**src/rtl/seven_seg_capture.sv**
```systemverilog
// seven_seg_capture: samples a multiplexed 4-digit active-low seven-segment
// scan, decodes each settled digit back to BCD and publishes HH:MM frames.
//
// Ports:
//   clk, rst     clock, async active-high reset
//   seg[6:0]     segment lines, active low, bit0=a .. bit6=g
//   an[3:0]      anode lines, active low (0=min ones .. 3=hour tens)
//   digits       last published BCD frame {ht, ho, mt, mo}
//   hour_bin     binary hour, updated on error-free frames only
//   min_bin      binary minute, updated on error-free frames only
//   frame_valid  one-cycle pulse when a frame is published
//   frame_err    published frame held a blank or invalid digit
//   changed      pulse with frame_valid when hour_bin/min_bin change
//   scan_lost    no digit captured for TIMEOUT_CYCLES
module seven_seg_capture #(
  parameter int SETTLE_CYCLES  = 16,
  parameter int TIMEOUT_CYCLES = 500000,
  parameter int CNT_W          = 20
) (
  input  logic        clk,
  input  logic        rst,
  input  logic [6:0]  seg,
  input  logic [3:0]  an,
  output logic [15:0] digits,
  output logic [6:0]  hour_bin,
  output logic [6:0]  min_bin,
  output logic        frame_valid,
  output logic        frame_err,
  output logic        changed,
  output logic        scan_lost
);

  localparam logic [CNT_W-1:0] SETTLE_MAX = CNT_W'(SETTLE_CYCLES);
  localparam logic [CNT_W-1:0] SETTLE_PRE = CNT_W'(SETTLE_CYCLES - 1);
  localparam logic [CNT_W-1:0] TO_MAX     = CNT_W'(TIMEOUT_CYCLES);

  // Active-low pattern to BCD; F = blank, E = anything unrecognised.
  function automatic logic [3:0] seg_dec(input logic [6:0] s);
    logic [3:0] v;
    case (s)
      7'b1000000: v = 4'd0;
      7'b1111001: v = 4'd1;
      7'b0100100: v = 4'd2;
      7'b0110000: v = 4'd3;
      7'b0011001: v = 4'd4;
      7'b0010010: v = 4'd5;
      7'b0000010: v = 4'd6;
      7'b1111000: v = 4'd7;
      7'b0000000: v = 4'd8;
      7'b0010000: v = 4'd9;
      7'b1111111: v = 4'hF;
      default:    v = 4'hE;
    endcase
    return v;
  endfunction

  // Synchronizers and previous-cycle line snapshot
  logic [6:0]  seg_s1_q, seg_s2_q;
  logic [3:0]  an_s1_q, an_s2_q;
  logic [10:0] line_prev_q;

  // Stability / timeout counters
  logic [CNT_W-1:0] stable_q, stable_d;
  logic [CNT_W-1:0] to_q, to_d;

  // Slot storage
  logic [3:0][3:0] val_q, val_d;
  logic [3:0]      err_q, err_d;
  logic [3:0]      mask_q, mask_d;

  // Registered outputs
  logic [15:0] digits_q, digits_d;
  logic [6:0]  hour_q, hour_d;
  logic [6:0]  min_q, min_d;
  logic        fv_q, fv_d;
  logic        ferr_q, ferr_d;
  logic        chg_q, chg_d;
  logic        lost_q, lost_d;

  // Decode / qualify
  logic       an_ok;
  logic [1:0] slot;
  logic       same;
  logic       cap;
  logic [3:0] dec;
  logic       timed_out;
  logic       publish;
  logic [6:0] hour_new;
  logic [6:0] min_new;

  always_comb begin
    an_ok = 1'b1;
    slot  = 2'd0;
    case (an_s2_q)
      4'b1110: slot = 2'd0;
      4'b1101: slot = 2'd1;
      4'b1011: slot = 2'd2;
      4'b0111: slot = 2'd3;
      default: an_ok = 1'b0;
    endcase
  end

  assign same = ({an_s2_q, seg_s2_q} == line_prev_q);
  assign dec  = seg_dec(seg_s2_q);

  // Fires once, on the edge where the counter reaches SETTLE_MAX; the
  // counter then saturates so a long dwell cannot re-trigger.
  assign cap = an_ok && same && (stable_q == SETTLE_PRE);

  always_comb begin
    stable_d = stable_q;
    if (!an_ok || !same)
      stable_d = '0;
    else if (stable_q != SETTLE_MAX)
      stable_d = stable_q + 1'b1;
  end

  assign timed_out = (to_q == TO_MAX);

  always_comb begin
    to_d = to_q;
    if (cap)
      to_d = '0;
    else if (!timed_out)
      to_d = to_q + 1'b1;
  end

  assign publish = (mask_q == 4'hF);

  // Clear on publish or timeout first; a capture in the same cycle then
  // lands in the freshly cleared mask.
  always_comb begin
    val_d  = val_q;
    err_d  = err_q;
    mask_d = mask_q;
    if (publish || timed_out) begin
      err_d  = '0;
      mask_d = '0;
    end
    if (cap) begin
      val_d[slot]  = dec;
      err_d[slot]  = (dec > 4'd9);
      mask_d[slot] = 1'b1;
    end
  end

  assign hour_new = ({3'b000, val_q[3]} * 7'd10) + {3'b000, val_q[2]};
  assign min_new  = ({3'b000, val_q[1]} * 7'd10) + {3'b000, val_q[0]};

  always_comb begin
    digits_d = digits_q;
    hour_d   = hour_q;
    min_d    = min_q;
    fv_d     = publish;
    ferr_d   = ferr_q;
    chg_d    = 1'b0;
    lost_d   = timed_out;
    if (publish) begin
      digits_d = val_q;
      ferr_d   = |err_q;
      if (!(|err_q)) begin
        hour_d = hour_new;
        min_d  = min_new;
        chg_d  = (hour_new != hour_q) || (min_new != min_q);
      end
    end
  end

  always_ff @(posedge clk or posedge rst) begin
    if (rst) begin
      seg_s1_q    <= '0;
      seg_s2_q    <= '0;
      an_s1_q     <= '0;
      an_s2_q     <= '0;
      line_prev_q <= '0;
      stable_q    <= '0;
      to_q        <= '0;
      val_q       <= '0;
      err_q       <= '0;
      mask_q      <= '0;
      digits_q    <= '0;
      hour_q      <= '0;
      min_q       <= '0;
      fv_q        <= 1'b0;
      ferr_q      <= 1'b0;
      chg_q       <= 1'b0;
      lost_q      <= 1'b0;
    end else begin
      seg_s1_q    <= seg;
      seg_s2_q    <= seg_s1_q;
      an_s1_q     <= an;
      an_s2_q     <= an_s1_q;
      line_prev_q <= {an_s2_q, seg_s2_q};
      stable_q    <= stable_d;
      to_q        <= to_d;
      val_q       <= val_d;
      err_q       <= err_d;
      mask_q      <= mask_d;
      digits_q    <= digits_d;
      hour_q      <= hour_d;
      min_q       <= min_d;
      fv_q        <= fv_d;
      ferr_q      <= ferr_d;
      chg_q       <= chg_d;
      lost_q      <= lost_d;
    end
  end

  assign digits      = digits_q;
  assign hour_bin    = hour_q;
  assign min_bin     = min_q;
  assign frame_valid = fv_q;
  assign frame_err   = ferr_q;
  assign changed     = chg_q;
  assign scan_lost   = lost_q;

endmodule

```
**config.mk**
```make
export PLATFORM = sky130hd
export DESIGN_NAME = seven_seg_capture
export DESIGN_NICKNAME = d
export VERILOG_FILES = /design/src/rtl/seven_seg_capture.sv
export SDC_FILE = /design/constraint.sdc
export NUM_CORES = 1
export LEC_CHECK = 0
export ABC_CLOCK_PERIOD_IN_PS = 9800
export CORE_MARGIN = 10
export CORE_UTILIZATION = 45
export DETAILED_ROUTE_END_ITERATION = 6
export SLEW_MARGIN = 40
export SYNTH_ARGS = -nofsm -noshare
export SYNTH_HDL_FRONTEND = slang
export SYNTH_SLANG_ARGS = --single-unit
```
**constraint.sdc**
```tcl
create_clock -name clk -period 9.8 [get_ports clk]
set_input_delay 0.98 -clock clk [delete_from_list [all_inputs] [get_ports clk]]
set_output_delay 0.98 -clock clk [all_outputs]
set_load 0.01 [all_outputs]
```
==> flow_metrics.py <==
metrics = {
    "logic_synthesis": {
        "synth_seq_cells": 131,
        "synth_edf_count": 0,
        "ys.flop_type": "dfrtp_1",
        "syn-cell-area_um2": 6242,
        "synth_seq_area_share": 0.5252,
        "syn_area_per_cell_um2": 10.97,
        "synth_top_cell_by_area": "dfrtp_1",
        "synth_warnings": 0,
        "netlist_top_cells_area": "dfrtp_1, nand2_1, xor2_1, xnor2_1, ha_1",
        "synth.distinct_cells": 56,
        "synth_top_area_frac": 0.5252,
        "syn_inst": 569,
        "syn-num-nets": 603,
        "async_flop_share": 1.000,
    },
    "floorplanning": {
        "die_area_um2": 18980,
        "coreArea_um2": 13400,
        "dieHeight_um": 137.8,
        "pin_count": 47,
        "die_w_um": 137.8,
        "rows": 42,
        "start_util": 0.4658,
    },
    "setup_path": {
        "r2r_start": "val_q[13]",
        "critical_path.max_stage_delay_ns": 0.61,
        "required_ns": 10.07,
        "worstSetupStartpoint": "val_q[13]",
        "crit_cells": 7,
        "slowest_stage": "fa_1",
        "crit_chain": "ha_1 > ha_1 > inv_1 > fa_1 > xor3_1 > o41ai_1 > o211ai_1",
        "crit_arrival_ns": 2.90,
        "cp_num_buf_inv": 1,
        "r2r_cells": 7,
        "crit_top_cell": "ha_1",
        "start_kind": "flip-flop",
        "critPathKind": "reg2reg",
        "path_delay_family": "adder cells",
        "endpoint_kind": "flip-flop",
        "worst-path-max-fanout": 5,
    },
    "route": {
        "vias_per_cell": 5.151,
        "first_pass_iters": 4,
        "via_count": 4157,
        "drcViolationCount": 0,
        "drt-total-wl_mm": 12.51,
        "avgRoutedWirePerCell_um": 15.51,
        "antenna_left": 0,
        "drt_iter0_markers": 213,
    },
    "min_path": {
        "hold_path_depth": 0,
        "hold_path_class": "reg2reg",
        "hp-start": "seg_s1_q[4]",
    },
    "place": {
        "place_area_um2": 6849,
        "gp_congestion": 0.8012,
        "post-dp-hpwl_mm": 8.660,
        "port_buffers": 46,
    },
    "clock_tree": {
        "clk_latency_ns": 0.42,
        "clock-sinks": 131,
        "clk_pin_slew_ns": 0.06,
        "cts_buffers": 17,
        "clockRootBuffer": "clkbuf_16",
        "cts_buffer_depth": 2,
        "holdBufCountCts": 0,
        "ctsResizeCount": 0,
        "cts_tree": "done",
        "h-tree-depth": 4,
        "postCtsSetupBuffers": 0,
    },
    "timing": {
        "setup_viol_count_final": 0,
        "worstMarginPinSlew_ns": 0.7423,
        "drv_slew": 0,
        "period_share": 0.2691,
        "max_freq_mhz": 379.2,
        "hold_viol_final": 0,
        "rsz0062_at_grt": "false",
        "slew_headroom": 0.5022,
        "clock_skew_ns": 0.01419,
        "totalNegativeSetupSlack_ns": 0,
        "min_period_ns": 2.637,
    },
    "run": {
        "maxCapViolCount": 0,
    },
    "global_route": {
        "grt_pass1_vias": 4164,
        "grt_usage": 0.1412,
        "grt_pass1_wl_mm": 21.20,
        "grt_max_degree": 69,
        "antenna_found_initial": 0,
        "grt_overflow": 0,
    },
    "status": {
        "status": "finished clean",
    },
    "cells_and_area": {
        "area_delta_synth_final_pct": 20.02,
        "nets": 652,
        "drive_above_1_share": 0.1109,
        "antennaDiodeCount": 0,
        "final_area_um2": 7492,
    },
    "power": {
        "p_per_area_nw_per_um2": 169.5,
        "p_leak_nw": 3.387,
        "ir_worst_vdd_mv": 0.1041,
    },
}
-- cell type report --
type                       count  area, um2
clock buffer                  22      484.2
clock inverter                10      152.6
fill                        1165       5908
inverter                      18      72.57
multi-input combinational    401       2798
sequential                   131       3278
tap                          176      220.2
timing repair buffer          49      486.7
-- worst paths after layout --
kind,to,slack [ns]
max,changed,7.16
min,seg_s2_q[4],0.35
max reg2reg,changed,7.16
min reg2reg,seg_s2_q[4],0.35
max in group asynchronous,val_q[13],7.78
min in group asynchronous,to_q[1],1.02
-- cells in the mapped netlist (all sizes together) (6+ instances only) --
master	n
buf	9
nor2	52
inv	17
mux2	19
xor2	38
mux2i	6
dfrtp	131
nand2b	6
o21ai	11
nand3	18
a21oi	13
xnor2	31
nand4	10
clkbuf	10
nor3	15
nor4	11
ha	17
nand2	92
-- kinds of logic (layout without fill, tap and decap cells) --
kind of cell             Yosys count  after routing  share of synthesized area
AO/OA/AOI/OAI                     43             43                    0.04450
flip-flops                       131            131                     0.5252
buffers and inverters             37             99                    0.02766
multiplexers                      25             25                    0.04630
XOR/XNOR                          72             72                     0.1102
adder cells (fa/ha/maj)           21             21                    0.04690
AND/OR/NAND/NOR                  240            240                     0.1992
-- through the flow --
stage / power [mW] / util / setup WS, ns / std cells / hold WS (ns)
after detailed placement: 0.5988 / 0.5111 / 6.829 / 775 / 0.3364
after global placement: 0.5974 / 0.5111 / 6.851 / 775 / 0.3331
after global routing: 1.316 / 0.5591 / 6.944 / 807 / 0.3540
after CTS: 1.284 / 0.5586 / 7.134 / 807 / 0.3490
final: 1.270 / 0.5591 / 7.163 / 807 / 0.3461
after floorplan: 0.5881 / - / 5.322 / 569 / 0.3312
-- power by group --
part | leakage, nW | internal (mW) | switching (mW) | total, mW
sequential | 1.74 | 0.548 | 0.00821 | 0.556
combinational | 1.33 | 0.0119 | 0.0203 | 0.0321
clock | 0.316 | 0.450 | 0.231 | 0.681
-- metal layers --
layer / global-route usage / share of wire / vias up / wire length [um]
met1: 0.1733 / 0.44 / 2036 / 5504
met4: 0.06663 / 0.022 / 0 / 273
met5: 0 / 0 / - / 0
met2: 0.2291 / 0.49 / 75 / 6171
li1: - / - / 2026 / -
met3: 0.03460 / 0.045 / 20 / 565
-- cell usage in the layout, fill, tap and decap left out, drive strengths merged, types with 6 or more instances in the layout --
cell / count
dfrtp: 131
nand2: 92
nor2: 52
clkdlybuf4s50: 46
xor2: 38
xnor2: 31
clkbuf: 22
mux2: 19
nand3: 18
ha: 17
inv: 17
nor3: 15
a21oi: 13
o21ai: 11
nor4: 11
nand4: 10
mux2i: 6
nand2b: 6
clkinv: 6
-- sequential cells by signal, indices dropped and copies added (netlist names) --
name	count
hour_bin	7
mask_q	4
an_s1_q	4
min_bin	7
frame_valid	1
an_s2_q	4
changed	1
to_q	20
stable_q	20
line_prev_q	11
digits	16
err_q	4
seg_s2_q	7
frame_err	1
val_q	16
seg_s1_q	7
scan_lost	1
(Power assumes the default switching activity.)
